--- src/rtl/select_counter_pkg.sv ---
// Shared definitions for the select-counter family.
//   clog2      : ceiling log2, used to size select buses
//   MODE_WRAP  : count wraps to zero past all-ones
//   MODE_SAT   : count holds at all-ones
//   DEF_*      : default channel width, channel count and prescaler width
package select_counter_pkg;

  localparam int unsigned DEF_WIDTH = 64;
  localparam int unsigned DEF_NCH   = 4;
  localparam int unsigned DEF_PRE_W = 8;

  localparam bit MODE_WRAP = 1'b0;
  localparam bit MODE_SAT  = 1'b1;

  function automatic int unsigned clog2(input int unsigned v);
    int unsigned r;
    r = 0;
    for (int unsigned i = 0; i < 32; i++) begin
      if ((64'd1 << i) < 64'(v)) r = i + 1;
    end
    return r;
  endfunction

endpackage

--- src/rtl/select_counter_channel.sv ---
// One counter channel: prescaler, programmable divisor, count, sticky
// overflow flag and a one-cycle step pulse.
//   Clk, Reset : clock, asynchronous active-high reset
//   hit        : this channel is selected this cycle
//   clr        : synchronous clear of count, prescaler and ovf
//   cfg_we     : load divisor from cfg_div, restart prescaler
//   count      : channel count
//   div        : current divisor
//   ovf        : sticky overflow / saturation flag
//   tick       : count step fired on the previous edge
module select_counter_channel
  import select_counter_pkg::*;
#(
  parameter int unsigned WIDTH    = DEF_WIDTH,
  parameter int unsigned PRE_W    = DEF_PRE_W,
  parameter bit          SATURATE = MODE_WRAP
) (
  input  logic             Clk,
  input  logic             Reset,
  input  logic             hit,
  input  logic             clr,
  input  logic             cfg_we,
  input  logic [PRE_W-1:0] cfg_div,
  output logic [WIDTH-1:0] count,
  output logic [PRE_W-1:0] div,
  output logic             ovf,
  output logic             tick
);

  logic [PRE_W-1:0] pre;

  always_ff @(posedge Clk or posedge Reset) begin
    if (Reset) begin
      count <= '0;
      pre   <= '0;
      div   <= '0;
      ovf   <= 1'b0;
      tick  <= 1'b0;
    end else begin
      tick <= 1'b0;
      // Divisor load is independent of clear; both may land together.
      if (cfg_we) begin
        div <= cfg_div;
        pre <= '0;
      end
      if (clr) begin
        count <= '0;
        pre   <= '0;
        ovf   <= 1'b0;
      end else if (hit && !cfg_we) begin
        if (pre == div) begin
          pre  <= '0;
          tick <= 1'b1;
          if (count == '1) begin
            ovf <= 1'b1;
            if (SATURATE != MODE_SAT) count <= '0;
          end else begin
            count <= count + 1'b1;
          end
        end else begin
          pre <= pre + 1'b1;
        end
      end
    end
  end

endmodule

--- src/rtl/multi_select_counter.sv ---
// N-channel event counter. Slt routes each enabled clock to one channel;
// each channel prescales, counts and flags overflow independently.
//   Clk, Reset : clock, asynchronous active-high reset
//   En, Slt    : count enable and channel select (Slt >= NCH hits nothing)
//   Clr        : per-channel synchronous clear
//   Cfg_We/Ch/Div : divisor write (Cfg_Ch >= NCH ignored)
//   Count      : channel c at [c*WIDTH +: WIDTH]
//   Ovf, Tick  : per-channel sticky overflow and step pulse
//   Div        : channel c divisor at [c*PRE_W +: PRE_W]
module multi_select_counter
  import select_counter_pkg::*;
#(
  parameter int unsigned WIDTH    = DEF_WIDTH,
  parameter int unsigned NCH      = DEF_NCH,
  parameter int unsigned SELW     = clog2(NCH),
  parameter int unsigned PRE_W    = DEF_PRE_W,
  parameter bit          SATURATE = MODE_WRAP
) (
  input  logic                 Clk,
  input  logic                 Reset,
  input  logic                 En,
  input  logic [SELW-1:0]      Slt,
  input  logic [NCH-1:0]       Clr,
  input  logic                 Cfg_We,
  input  logic [SELW-1:0]      Cfg_Ch,
  input  logic [PRE_W-1:0]     Cfg_Div,
  output logic [NCH*WIDTH-1:0] Count,
  output logic [NCH-1:0]       Ovf,
  output logic [NCH-1:0]       Tick,
  output logic [NCH*PRE_W-1:0] Div
);

  logic [NCH-1:0] hit_vec;
  logic [NCH-1:0] cfg_vec;

  // Out-of-range selects simply match no channel.
  always_comb begin
    hit_vec = '0;
    cfg_vec = '0;
    for (int unsigned c = 0; c < NCH; c++) begin
      hit_vec[c] = En && (32'(Slt) == c);
      cfg_vec[c] = Cfg_We && (32'(Cfg_Ch) == c);
    end
  end

  for (genvar c = 0; c < NCH; c++) begin : g_ch
    select_counter_channel #(
      .WIDTH   (WIDTH),
      .PRE_W   (PRE_W),
      .SATURATE(SATURATE)
    ) u_ch (
      .Clk    (Clk),
      .Reset  (Reset),
      .hit    (hit_vec[c]),
      .clr    (Clr[c]),
      .cfg_we (cfg_vec[c]),
      .cfg_div(Cfg_Div),
      .count  (Count[c*WIDTH +: WIDTH]),
      .div    (Div[c*PRE_W +: PRE_W]),
      .ovf    (Ovf[c]),
      .tick   (Tick[c])
    );
  end

endmodule

--- config.mk ---
export PLATFORM = sky130hd
export DESIGN_NAME = multi_select_counter
export DESIGN_NICKNAME = d
export VERILOG_FILES = /design/src/rtl/select_counter_pkg.sv /design/src/rtl/select_counter_channel.sv /design/src/rtl/multi_select_counter.sv
export SDC_FILE = /design/constraint.sdc
export NUM_CORES = 1
export LEC_CHECK = 0
export ABC_AREA = 1
export CORE_ASPECT_RATIO = 1.1
export CORE_UTILIZATION = 45
export CTS_BUF_LIST = sky130_fd_sc_hd__clkbuf_8
export DETAILED_ROUTE_END_ITERATION = 10
export GPL_TIMING_DRIVEN = 0
export PLACE_DENSITY = 0.77
export SLEW_MARGIN = 20
export SYNTH_ARGS = -nofsm -noshare
export SYNTH_HDL_FRONTEND = slang
export SYNTH_HIERARCHICAL = 1
export SYNTH_SLANG_ARGS = --single-unit
--- constraint.sdc ---
create_clock -name Clk -period 2.7 [get_ports Clk]
set_clock_uncertainty 0.1 [all_clocks]
set_input_delay 0.27 -clock Clk [delete_from_list [all_inputs] [get_ports Clk]]
set_output_delay 0.27 -clock Clk [all_outputs]
set_load 0.1 [all_outputs]
==> results.ini <==
[critical_path]
crit_path_max_incr_delay_ns=1.17
crit_slowest_cell=clkdlybuf4s50_1
crit_type=flip-flop to output port
crit_required_ns=2.33
start_kind=flip-flop
path_buf_inv=1
setup.worst_path.start=g_ch[3].u_ch/count[1]$_DFFE_PP0P_
cp.arrival_ns=2.27
crit_path_max_fanout=5
critPathTopFamily=buffers and inverters
cp_cell_sequence=clkdlybuf4s50_1
r2r_start=g_ch[2].u_ch/count[0]$_DFFE_PP0P_
endpoint_kind=output port

[synth]
ys_seq_elements=328
ys_types=32
synthArstFlopShare=1.00
yosys.area.top_type=dfrtp_1
synth_cells=3466
synth_flop_cell=dfrtp_1
syn_area_sq_um=22300
ys_seq_area_frac=0.368
ys_warn_count=6
synth_top_area_frac=0.368
yosysMostFrequentCell=nand2_1
synth_common_cells=nand2_1, nor2_1, inv_1, dfrtp_1, nand3_1
synth_edf_count=0
synth.net_count=3494
synthTopCellsByArea=dfrtp_1, nand2_1, nor2_1
avgSynthCellArea_sq_um=6.43

[placed_design]
hpwl_um=59600
dp_cells=4437
place_congestion=0.972
io_buffers=315

[routing]
ant_nets=0
via_per_inst=5.28
met3_length_um=6710
firstDrtPassIters=6
avgRoutedWirePerCell_um=17.2
via_count=24000
top_layer_used=met5
routed_wirelength_um=78100
dr.first_iter.drc_count=2165
drc=0
wl_met1_um=33300
dr_wl_met2_um=35500

[sta]
final_hold_viol_count=0
period_share=0.979
holdWs_ns=0.241
fin_crit_ns=2.64
relSlewSlack=0.275
worstMarginPinSlew_ns=1.09
setup_viol=0
slew_violations=0
fmax_ghz=0.378

[clocking]
clkTransAtPathRegs_ns=0.06
clock_latency_ns=0.67
cts_made_buffers=59
cts_root_buffer=clkbuf_8
h-tree-depth=2
clkSinkCount=328
cts_tree=done
cts_buffer_depth=3

[die]
coreArea_sq_um=48900
rows=85
die_height_um=235
dieArea_sq_um=50400
io_pins=316
start_util=0.456
die_x_um=214

[pwr]
p_per_area_nw_per_um2=435
leakage_uw=0.0138
power_uw=12000
ir_drop_mv=0.353

[flow_run]
drv_cap=0

[hold_path]
hp-class=input port to async pin

[finish]
ff_latch_area_sq_um=8210
drive_above_1_share=0.0706
fin_nets=3874
multiInputGateArea_sq_um=12100
num-fill-cells=4913
instances_no_fill=4547
area_delta_synth_final_pct=23.4
postLayoutCoreUtil=0.562

[global_routing]
grt_max_degree=56
grt_pass1_vias=22000
antenna_found_initial=4
grt_first_pass_wirelength_um=122000
overflow=0
grt_use_total=0.305

[status]
status=finished clean

==> layout by cell type (no fill, tap or decap), types with 5 or more instances in the layout <==
cell	n
nand2_1	1104
nor2_1	709
inv_1	385
dfrtp_1	328
nand3_1	292
dlygate4sd2_1	188
clkdlybuf4s50_1	102
nand4_1	99
a21oi_1	90
o21ai_0	83
clkbuf_8	80
nor3_1	51
xor2_1	49
dlymetal6s2s_1	25
buf_6	24
inv_2	23
nand2_2	23
clkbuf_1	20
nor2_2	20
xnor2_1	19
buf_2	18
mux2_2	16
nand3b_1	16
nor2_4	12
o31ai_1	12
o21bai_1	12
and2_1	11
nand2_4	11
buf_4	10
nand3_2	9
clkinv_2	8
ha_1	8
o21ai_1	7
nor2_8	5
o21ai_2	5
==> through the flow <==
step                      setup TNS (ns)  instance area, sq um  worst slack, ns
after floorplan                        0                 22300           0.0410
after global placement           -489.89                 26300            -1.56
after detailed placement           -4.95                 26400           -0.126
after CTS                              0                 27400        0.0000495
after global routing          -0.0000810                 27500       -0.0000810
final                                  0                 27500           0.0567
==> flip-flops by register name (all words and copies together) (netlist names) <==
signal	cells
g_ch.u_ch/count	256
g_ch.u_ch/pre	32
g_ch.u_ch/div	32
g_ch.u_ch/ovf	4
g_ch.u_ch/tick	4
==> per-layer routing <==
metal / vias to the layer above / global-route usage
li1: 11700 / -
met1: 11100 / 0.408
met5: - / 0
met3: 201 / 0.0637
met2: 1059 / 0.492
met4: 4 / 0.100
==> report_power, final <==
part | internal (uW) | switching, uW | total (uW)
Clock | 2910 | 2260 | 5160
Sequential | 5010 | 102 | 5120
Combinational | 365 | 1320 | 1680
==> path summary, 6_finish.rpt <==
path                       depth (start not counted)  slack, ns                                  to
min                                                2       0.24         g_ch[3].u_ch/tick$_DFF_PP0_
max reg2reg                                       10       0.27  g_ch[2].u_ch/count[54]$_DFFE_PP0P_
min reg2reg                                        2       0.38        g_ch[1].u_ch/ovf$_DFFE_PP0P_
max in group asynchronous                          3       1.55  g_ch[2].u_ch/count[30]$_DFFE_PP0P_
max                                                1       0.06                          Count[193]
min in group Clk                                   4       0.35   g_ch[0].u_ch/count[1]$_DFFE_PP0P_
==> cell type report <==
cell class | count | share of cell area
Antenna cell | 2 | 0.000182
Buffer | 72 | 0.0186
Clock buffer | 80 | 0.0400
Clock inverter | 28 | 0.00705
Inverter | 399 | 0.0548
Multi-Input combinational cell | 2667 | 0.439
Sequential cell | 328 | 0.298
Tap cell | 652 | 0.0297
Timing Repair Buffer | 319 | 0.112
==> logic make-up after synthesis <==
family          after synthesis  synth area share
mux                          16           0.00808
buf+inv                     471            0.0901
simple gates               2362             0.451
compound gates              213            0.0516
flops                       328             0.368
fa+ha+maj                     8           0.00449
xor+xnor                     68            0.0267
==> repair_timing <==
item,CTS,global route
gates resized for setup,188,25
hold buffers,0,0
cloned,0,0
buffers inserted,0,0
setup endpoints to repair,188,25
No activity file was read; power rests on OpenSTA's default activity.
